`config.mk`:
```
export PLATFORM = sky130hd
export DESIGN_NAME = lif_neuron_array
export DESIGN_NICKNAME = d
export VERILOG_FILES = /design/src/rtl/lif_neuron_array.sv
export SDC_FILE = /design/constraint.sdc
export NUM_CORES = 1
export LEC_CHECK = 0
export CORE_UTILIZATION = 55
export DETAILED_ROUTE_END_ITERATION = 16
export GPL_ROUTABILITY_DRIVEN = 0
export MAX_ROUTING_LAYER = met4
export PLACE_DENSITY = 0.78
export RECOVER_POWER = 25
export SLEW_MARGIN = 20
export SYNTH_ARGS = -nofsm -noshare
export SYNTH_HDL_FRONTEND = slang
export SYNTH_SLANG_ARGS = --single-unit
```
`constraint.sdc`:
```
create_clock -name clk -period 8.1 [get_ports clk]
set_clock_uncertainty 0.2 [all_clocks]
set_input_delay 0.81 -clock clk [delete_from_list [all_inputs] [get_ports clk]]
set_output_delay 0.81 -clock clk [all_outputs]
set_load 0.005 [all_outputs]
```
`src/rtl/lif_neuron_array.sv`:
```
// lif_neuron_array
// Parallel array of N_CH leaky integrate-and-fire neurons. On every cycle
// with step_en high, each channel leaks by state >> LEAK_SHIFT, integrates
// its own input current with saturation, and fires when the result reaches
// its effective threshold. After a spike the membrane is forced to RESET_V
// and held there for REFRAC steps.
//
// Optional feature macro: ADAPT_THR_EN
//   When defined, each channel keeps an adaptive threshold offset. The offset
//   grows by ADAPT_STEP (saturating) on a spike and shrinks by 1 (floor 0) on
//   every other step. When undefined, thr_eff = thr_i and no offset exists.
//
// Ports
//   clk          clock, rising edge
//   rst          synchronous active-high reset, overrides step_en
//   step_en      one-cycle strobe, advances every neuron by one step
//   cur_i        per-channel unsigned current, channel c at [c*WIDTH +: WIDTH]
//   thr_i        shared unsigned firing threshold
//   mem_sel_i    channel index for membrane readout
//   spike_o      registered spike vector, one bit per channel
//   spike_cnt_o  registered popcount of spike_o
//   mem_o        registered membrane value of the selected channel
//                (0 when mem_sel_i >= N_CH)
module lif_neuron_array #(
  parameter int N_CH       = 4,
  parameter int WIDTH      = 8,
  parameter int LEAK_SHIFT = 3,
  parameter int REFRAC     = 2,
  parameter int RESET_V    = 0,
  parameter int ADAPT_STEP = 16
) (
  input  logic                                   clk,
  input  logic                                   rst,
  input  logic                                   step_en,
  input  logic [N_CH*WIDTH-1:0]                  cur_i,
  input  logic [WIDTH-1:0]                       thr_i,
  input  logic [((N_CH > 1) ? $clog2(N_CH) : 1)-1:0] mem_sel_i,
  output logic [N_CH-1:0]                        spike_o,
  output logic [$clog2(N_CH+1)-1:0]              spike_cnt_o,
  output logic [WIDTH-1:0]                       mem_o
);

  localparam int SEL_W = (N_CH > 1) ? $clog2(N_CH) : 1;
  localparam int CNT_W = $clog2(N_CH + 1);
  localparam int REF_W = (REFRAC > 0) ? $clog2(REFRAC + 1) : 1;

  localparam logic [WIDTH-1:0] RST_VAL = WIDTH'(RESET_V);
  localparam logic [REF_W-1:0] REF_VAL = REF_W'(REFRAC);

  // Unsigned add clamped to the all-ones value of WIDTH bits.
  function automatic logic [WIDTH-1:0] sat_add(input logic [WIDTH-1:0] a,
                                               input logic [WIDTH-1:0] b);
    logic [WIDTH:0] sum;
    sum = {1'b0, a} + {1'b0, b};
    if (sum[WIDTH]) begin
      return {WIDTH{1'b1}};
    end else begin
      return sum[WIDTH-1:0];
    end
  endfunction

  logic [WIDTH-1:0] state_q [N_CH];
  logic [WIDTH-1:0] state_d [N_CH];
  logic [REF_W-1:0] refr_q  [N_CH];
  logic [REF_W-1:0] refr_d  [N_CH];
  logic [N_CH-1:0]  spike_q, spike_d;
  logic [CNT_W-1:0] cnt_q, cnt_d;
  logic [WIDTH-1:0] mem_q, mem_d;

  logic [WIDTH:0]   sum_s     [N_CH];
  logic [WIDTH-1:0] next_s    [N_CH];
  logic [WIDTH-1:0] thr_eff_s [N_CH];

`ifdef ADAPT_THR_EN
  localparam logic [WIDTH-1:0] ADAPT_INC = WIDTH'(ADAPT_STEP);
  logic [WIDTH-1:0] adapt_q [N_CH];
  logic [WIDTH-1:0] adapt_d [N_CH];
`endif

  // Per-channel leak + integrate with saturation, and effective threshold.
  always_comb begin
    for (int c = 0; c < N_CH; c++) begin
      // state - leak never underflows, so WIDTH+1 bits hold the full sum.
      sum_s[c] = {1'b0, state_q[c]} - {1'b0, (state_q[c] >> LEAK_SHIFT)}
               + {1'b0, cur_i[c*WIDTH +: WIDTH]};
      if (sum_s[c][WIDTH]) begin
        next_s[c] = {WIDTH{1'b1}};
      end else begin
        next_s[c] = sum_s[c][WIDTH-1:0];
      end
`ifdef ADAPT_THR_EN
      thr_eff_s[c] = sat_add(thr_i, adapt_q[c]);
`else
      thr_eff_s[c] = thr_i;
`endif
    end
  end

  // Step decision per channel, spike popcount and readout mux.
  always_comb begin
    spike_d = '0;
    cnt_d   = '0;
    mem_d   = '0;
    for (int c = 0; c < N_CH; c++) begin
      state_d[c] = state_q[c];
      refr_d[c]  = refr_q[c];
    end
    if (step_en) begin
      for (int c = 0; c < N_CH; c++) begin
        if (refr_q[c] != '0) begin
          state_d[c] = RST_VAL;
          refr_d[c]  = refr_q[c] - REF_W'(1);
        end else if (next_s[c] >= thr_eff_s[c]) begin
          spike_d[c] = 1'b1;
          state_d[c] = RST_VAL;
          refr_d[c]  = REF_VAL;
        end else begin
          state_d[c] = next_s[c];
        end
      end
    end else begin
      spike_d = '0;
    end
    for (int c = 0; c < N_CH; c++) begin
      cnt_d = cnt_d + CNT_W'(spike_d[c]);
    end
    // Readout shows the post-step state so mem_o has one-cycle latency.
    for (int c = 0; c < N_CH; c++) begin
      if (mem_sel_i == SEL_W'(c)) begin
        mem_d = state_d[c];
      end else begin
        mem_d = mem_d;
      end
    end
  end

`ifdef ADAPT_THR_EN
  // Adaptive offset: jump on spike, decay by one on any other step.
  always_comb begin
    for (int c = 0; c < N_CH; c++) begin
      if (!step_en) begin
        adapt_d[c] = adapt_q[c];
      end else if (spike_d[c]) begin
        adapt_d[c] = sat_add(adapt_q[c], ADAPT_INC);
      end else if (adapt_q[c] != '0) begin
        adapt_d[c] = adapt_q[c] - WIDTH'(1);
      end else begin
        adapt_d[c] = adapt_q[c];
      end
    end
  end

  // Adaptive offset registers.
  always_ff @(posedge clk) begin
    if (rst) begin
      for (int c = 0; c < N_CH; c++) adapt_q[c] <= '0;
    end else begin
      for (int c = 0; c < N_CH; c++) adapt_q[c] <= adapt_d[c];
    end
  end
`endif

  // Neuron state, refractory counters and registered outputs.
  always_ff @(posedge clk) begin
    if (rst) begin
      for (int c = 0; c < N_CH; c++) begin
        state_q[c] <= RST_VAL;
        refr_q[c]  <= '0;
      end
      spike_q <= '0;
      cnt_q   <= '0;
      mem_q   <= RST_VAL;
    end else begin
      for (int c = 0; c < N_CH; c++) begin
        state_q[c] <= state_d[c];
        refr_q[c]  <= refr_d[c];
      end
      spike_q <= spike_d;
      cnt_q   <= cnt_d;
      mem_q   <= mem_d;
    end
  end

  assign spike_o     = spike_q;
  assign spike_cnt_o = cnt_q;
  assign mem_o       = mem_q;

endmodule

```
==> results_dict.tcl <==
set metrics [dict create \
    status "completed" \
    drt_first_pass_iters 5 \
    routed_via_density 5.60 \
    yosysTopAreaCell "ha_1" \
    clock_latency_ps 310 \
    root_buffer "clkbuf_8" \
    critical_path_depth 18 \
    track_usage_pct 28.6 \
    whs_endpoint "refr_q[1][0]" \
    synthFlopType "dfxtp_1" \
    cts_hold_buf 0 \
    cp_data_required_time_ps 8120 \
    min_from "refr_q[1][0]" \
    arrival_ps 6090 \
    vias 5030 \
    min_period_ps 6060 \
    synth_commonest_cells "inv_1 (152), ha_1 (90), nor2_1 (73), dfxtp_1 (55), a21oi_1 (40)" \
    die_area_um2 10500 \
    power.total_mw 2.85 \
    syn_inst 710 \
    crit_chain "clkdlybuf4s50_1 > inv_1 > fa_1 > inv_1 > fa_1 > a21o_1 > a22o_1 > a221oi_1 > and2_4 > nand2_1 > ha_1 > a21o_1 > a221oi_1 > o211ai_1 > nor2_1 > o21ai_0 > and3b_1 > nor4_1" \
    min_path_cells 2 \
    clock.fmax_mhz 165 \
    fin_crit_sh_pct 74.9 \
    first_iter_violations 272 \
    initial_core_util_pct 57.0 \
    die_y_um 103 \
    post_cts_buffers 0 \
    clk_pin_slew_ps 100 \
    cts_tree "done" \
    cts-resized-gates 0 \
    report.final.hold_viol_count 0 \
    hold_slack_ps 306 \
    r2r_setup_slack_ps 2620 \
    ir_drop_mv 0.187 \
    max_slew_margin_pct 42.9 \
    yosys-top-cells-area "ha_1 (20%), dfxtp_1 (20%), inv_1 (10%), fa_1 (7.5%), nor2_1 (4.9%)" \
    dieWidth_um 103 \
    async_flop_share_pct 0 \
    drt_wl_total_um 13900 \
    syn-cell-area_um2 5570 \
    core_area_um2 9770 \
    cap_violations 0 \
    leakage_nw 3.14 \
    yosys.cell_types.count 59 \
    synth_seq_cells 55 \
    cts_inserted_buffers 5 \
    cp_slowest_stage_delay_ps 730 \
    worst_pin_slew_ps 856 \
    start_kind "input port" \
    place_ws_ps 1850 \
    final_layout_size_suffix_gt1_share_pct 2.48 \
    powerDensity_nw_per_um2 444 \
    io_pins 60 \
    r2r_start "state_q[2][1]" \
    grt_pass1_vias 4978 \
    cp-end-kind "flip-flop" \
    nNetsFinal 920 \
    hpwl_um 11300 \
    crit_fanout 8 \
    syn-num-nets 866 \
    hp-class "flip-flop to flip-flop" \
    yosysSeqAreaShare_pct 19.8 \
    cts_sinks 55 \
    grt_max_degree 45 \
    gr-total-overflow 0 \
    grt_antenna_before_repair 0 \
    rr_endpoint "mem_o[0]" \
    grt_pass1_wl_um 22800 \
    setup_viol 0 \
    finalWorstSetupSlack_ps 2040 \
    cp_num_buf_inv 3 \
    critical_path.slowest_cell "a221oi_1" \
    syn_area_per_cell_um2 7.85 \
    cts_max_level 2 \
    slew_violations 0 \
    num_rows 36 \
    r2r_cells 17 \
    place.port_buffers 59 \
    cts_buffer_depth 2 \
    ant_nets 0 \
    num_antenna_cells 0 \
    setup.worst_path.class "input port to flip-flop" \
    synth_edf_count 0 \
    yosysMostFrequentCell "inv_1" \
    rsz0062_at_grt "no" \
    synth.yosys.warnings 0 \
    area_growth_pct 15.2 \
    crit_family "compound AO/OA/AOI/OAI gates" \
    setup_tns_ps 0 \
    yosysTopAreaCellShare_pct 20.2 \
    wl_per_cell_um 15.5 \
    critPathLaunch "cur_i[17]" \
    drc 0 \
]
stage by stage:
step | utilization (%) | std cells | area (um2)
after global placement | 64.2 | 890 | 6280
after floorplan | - | 710 | 5570
after CTS | 65.6 | 898 | 6410
after detailed placement | 64.2 | 890 | 6280
after global routing | 65.6 | 898 | 6410
final | 65.6 | 898 | 6410
worst max-delay path by stage:
stage	end	slack, ps
floorplan	spike_cnt_o[1]	2760
detailed placement	mem_o[6]	1850
finish	mem_o[0]	2040
CTS	mem_o[6]	2160
global placement	mem_o[6]	2000
global route	mem_o[0]	1540
layout make-up:
cell class,count,area (um2)
inverter,152,571
clock inverter,3,67.6
fill,908,3360
tap,133,166
timing repair buffer,62,613
clock buffer,5,68.8
multi-input combinational,488,3830
sequential,55,1100
report_power, final:
group | switching, mW | internal [mW] | total, mW
clock network | 0.0980 | 0.123 | 0.221
logic | 1.26 | 0.941 | 2.20
registers | 0.0582 | 0.363 | 0.421
total | 1.42 | 1.43 | 2.85
sequential cells by signal (all words and copies together), names as in the netlist:
signal and count:
state_q 32, mem_o 8, refr_q 8, spike_o 4, spike_cnt_o 3
tightest hold or removal path, cell delays in order (launching register included):
cell     delay, ps
dfxtp_1        340
mux2i_1         70
nor2_1          70
kinds of logic after synthesis:
kind of cell / after synthesis / share of synthesized area [%]
fa+ha+maj: 111 / 27.8
compound gates: 172 / 20.9
simple gates: 177 / 15.6
mux: 3 / 0.539
buf+inv: 167 / 11.5
flops: 55 / 19.8
xor+xnor: 25 / 3.93
routing by layer:
metal | vias up | track usage, % | routed length [um]
met4 | 0 | 11.0 | 461
met2 | 192 | 48.2 | 6580
li1 | 2492 | - | -
met5 | - | - | 0
met3 | 40 | 3.46 | 868
met1 | 2306 | 34.7 | 6020
layout by cell type (no fill, tap or decap), types with 10 or more instances in the layout:
master,Yosys,routed
inv_1,152,152
ha_1,90,90
nor2_1,73,73
dfxtp_1,55,55
clkdlybuf4s50_1,0,43
a21oi_1,40,40
nand2_1,29,29
o21ai_0,26,26
a21o_1,22,22
fa_1,21,21
a211oi_1,17,17
dlygate4sd3_1,0,16
nand2b_1,13,13
xor2_1,13,13
xnor2_1,12,12
nand3_1,10,10
nor3_1,10,10
Note: power is estimated with default switching activity, not from simulation.
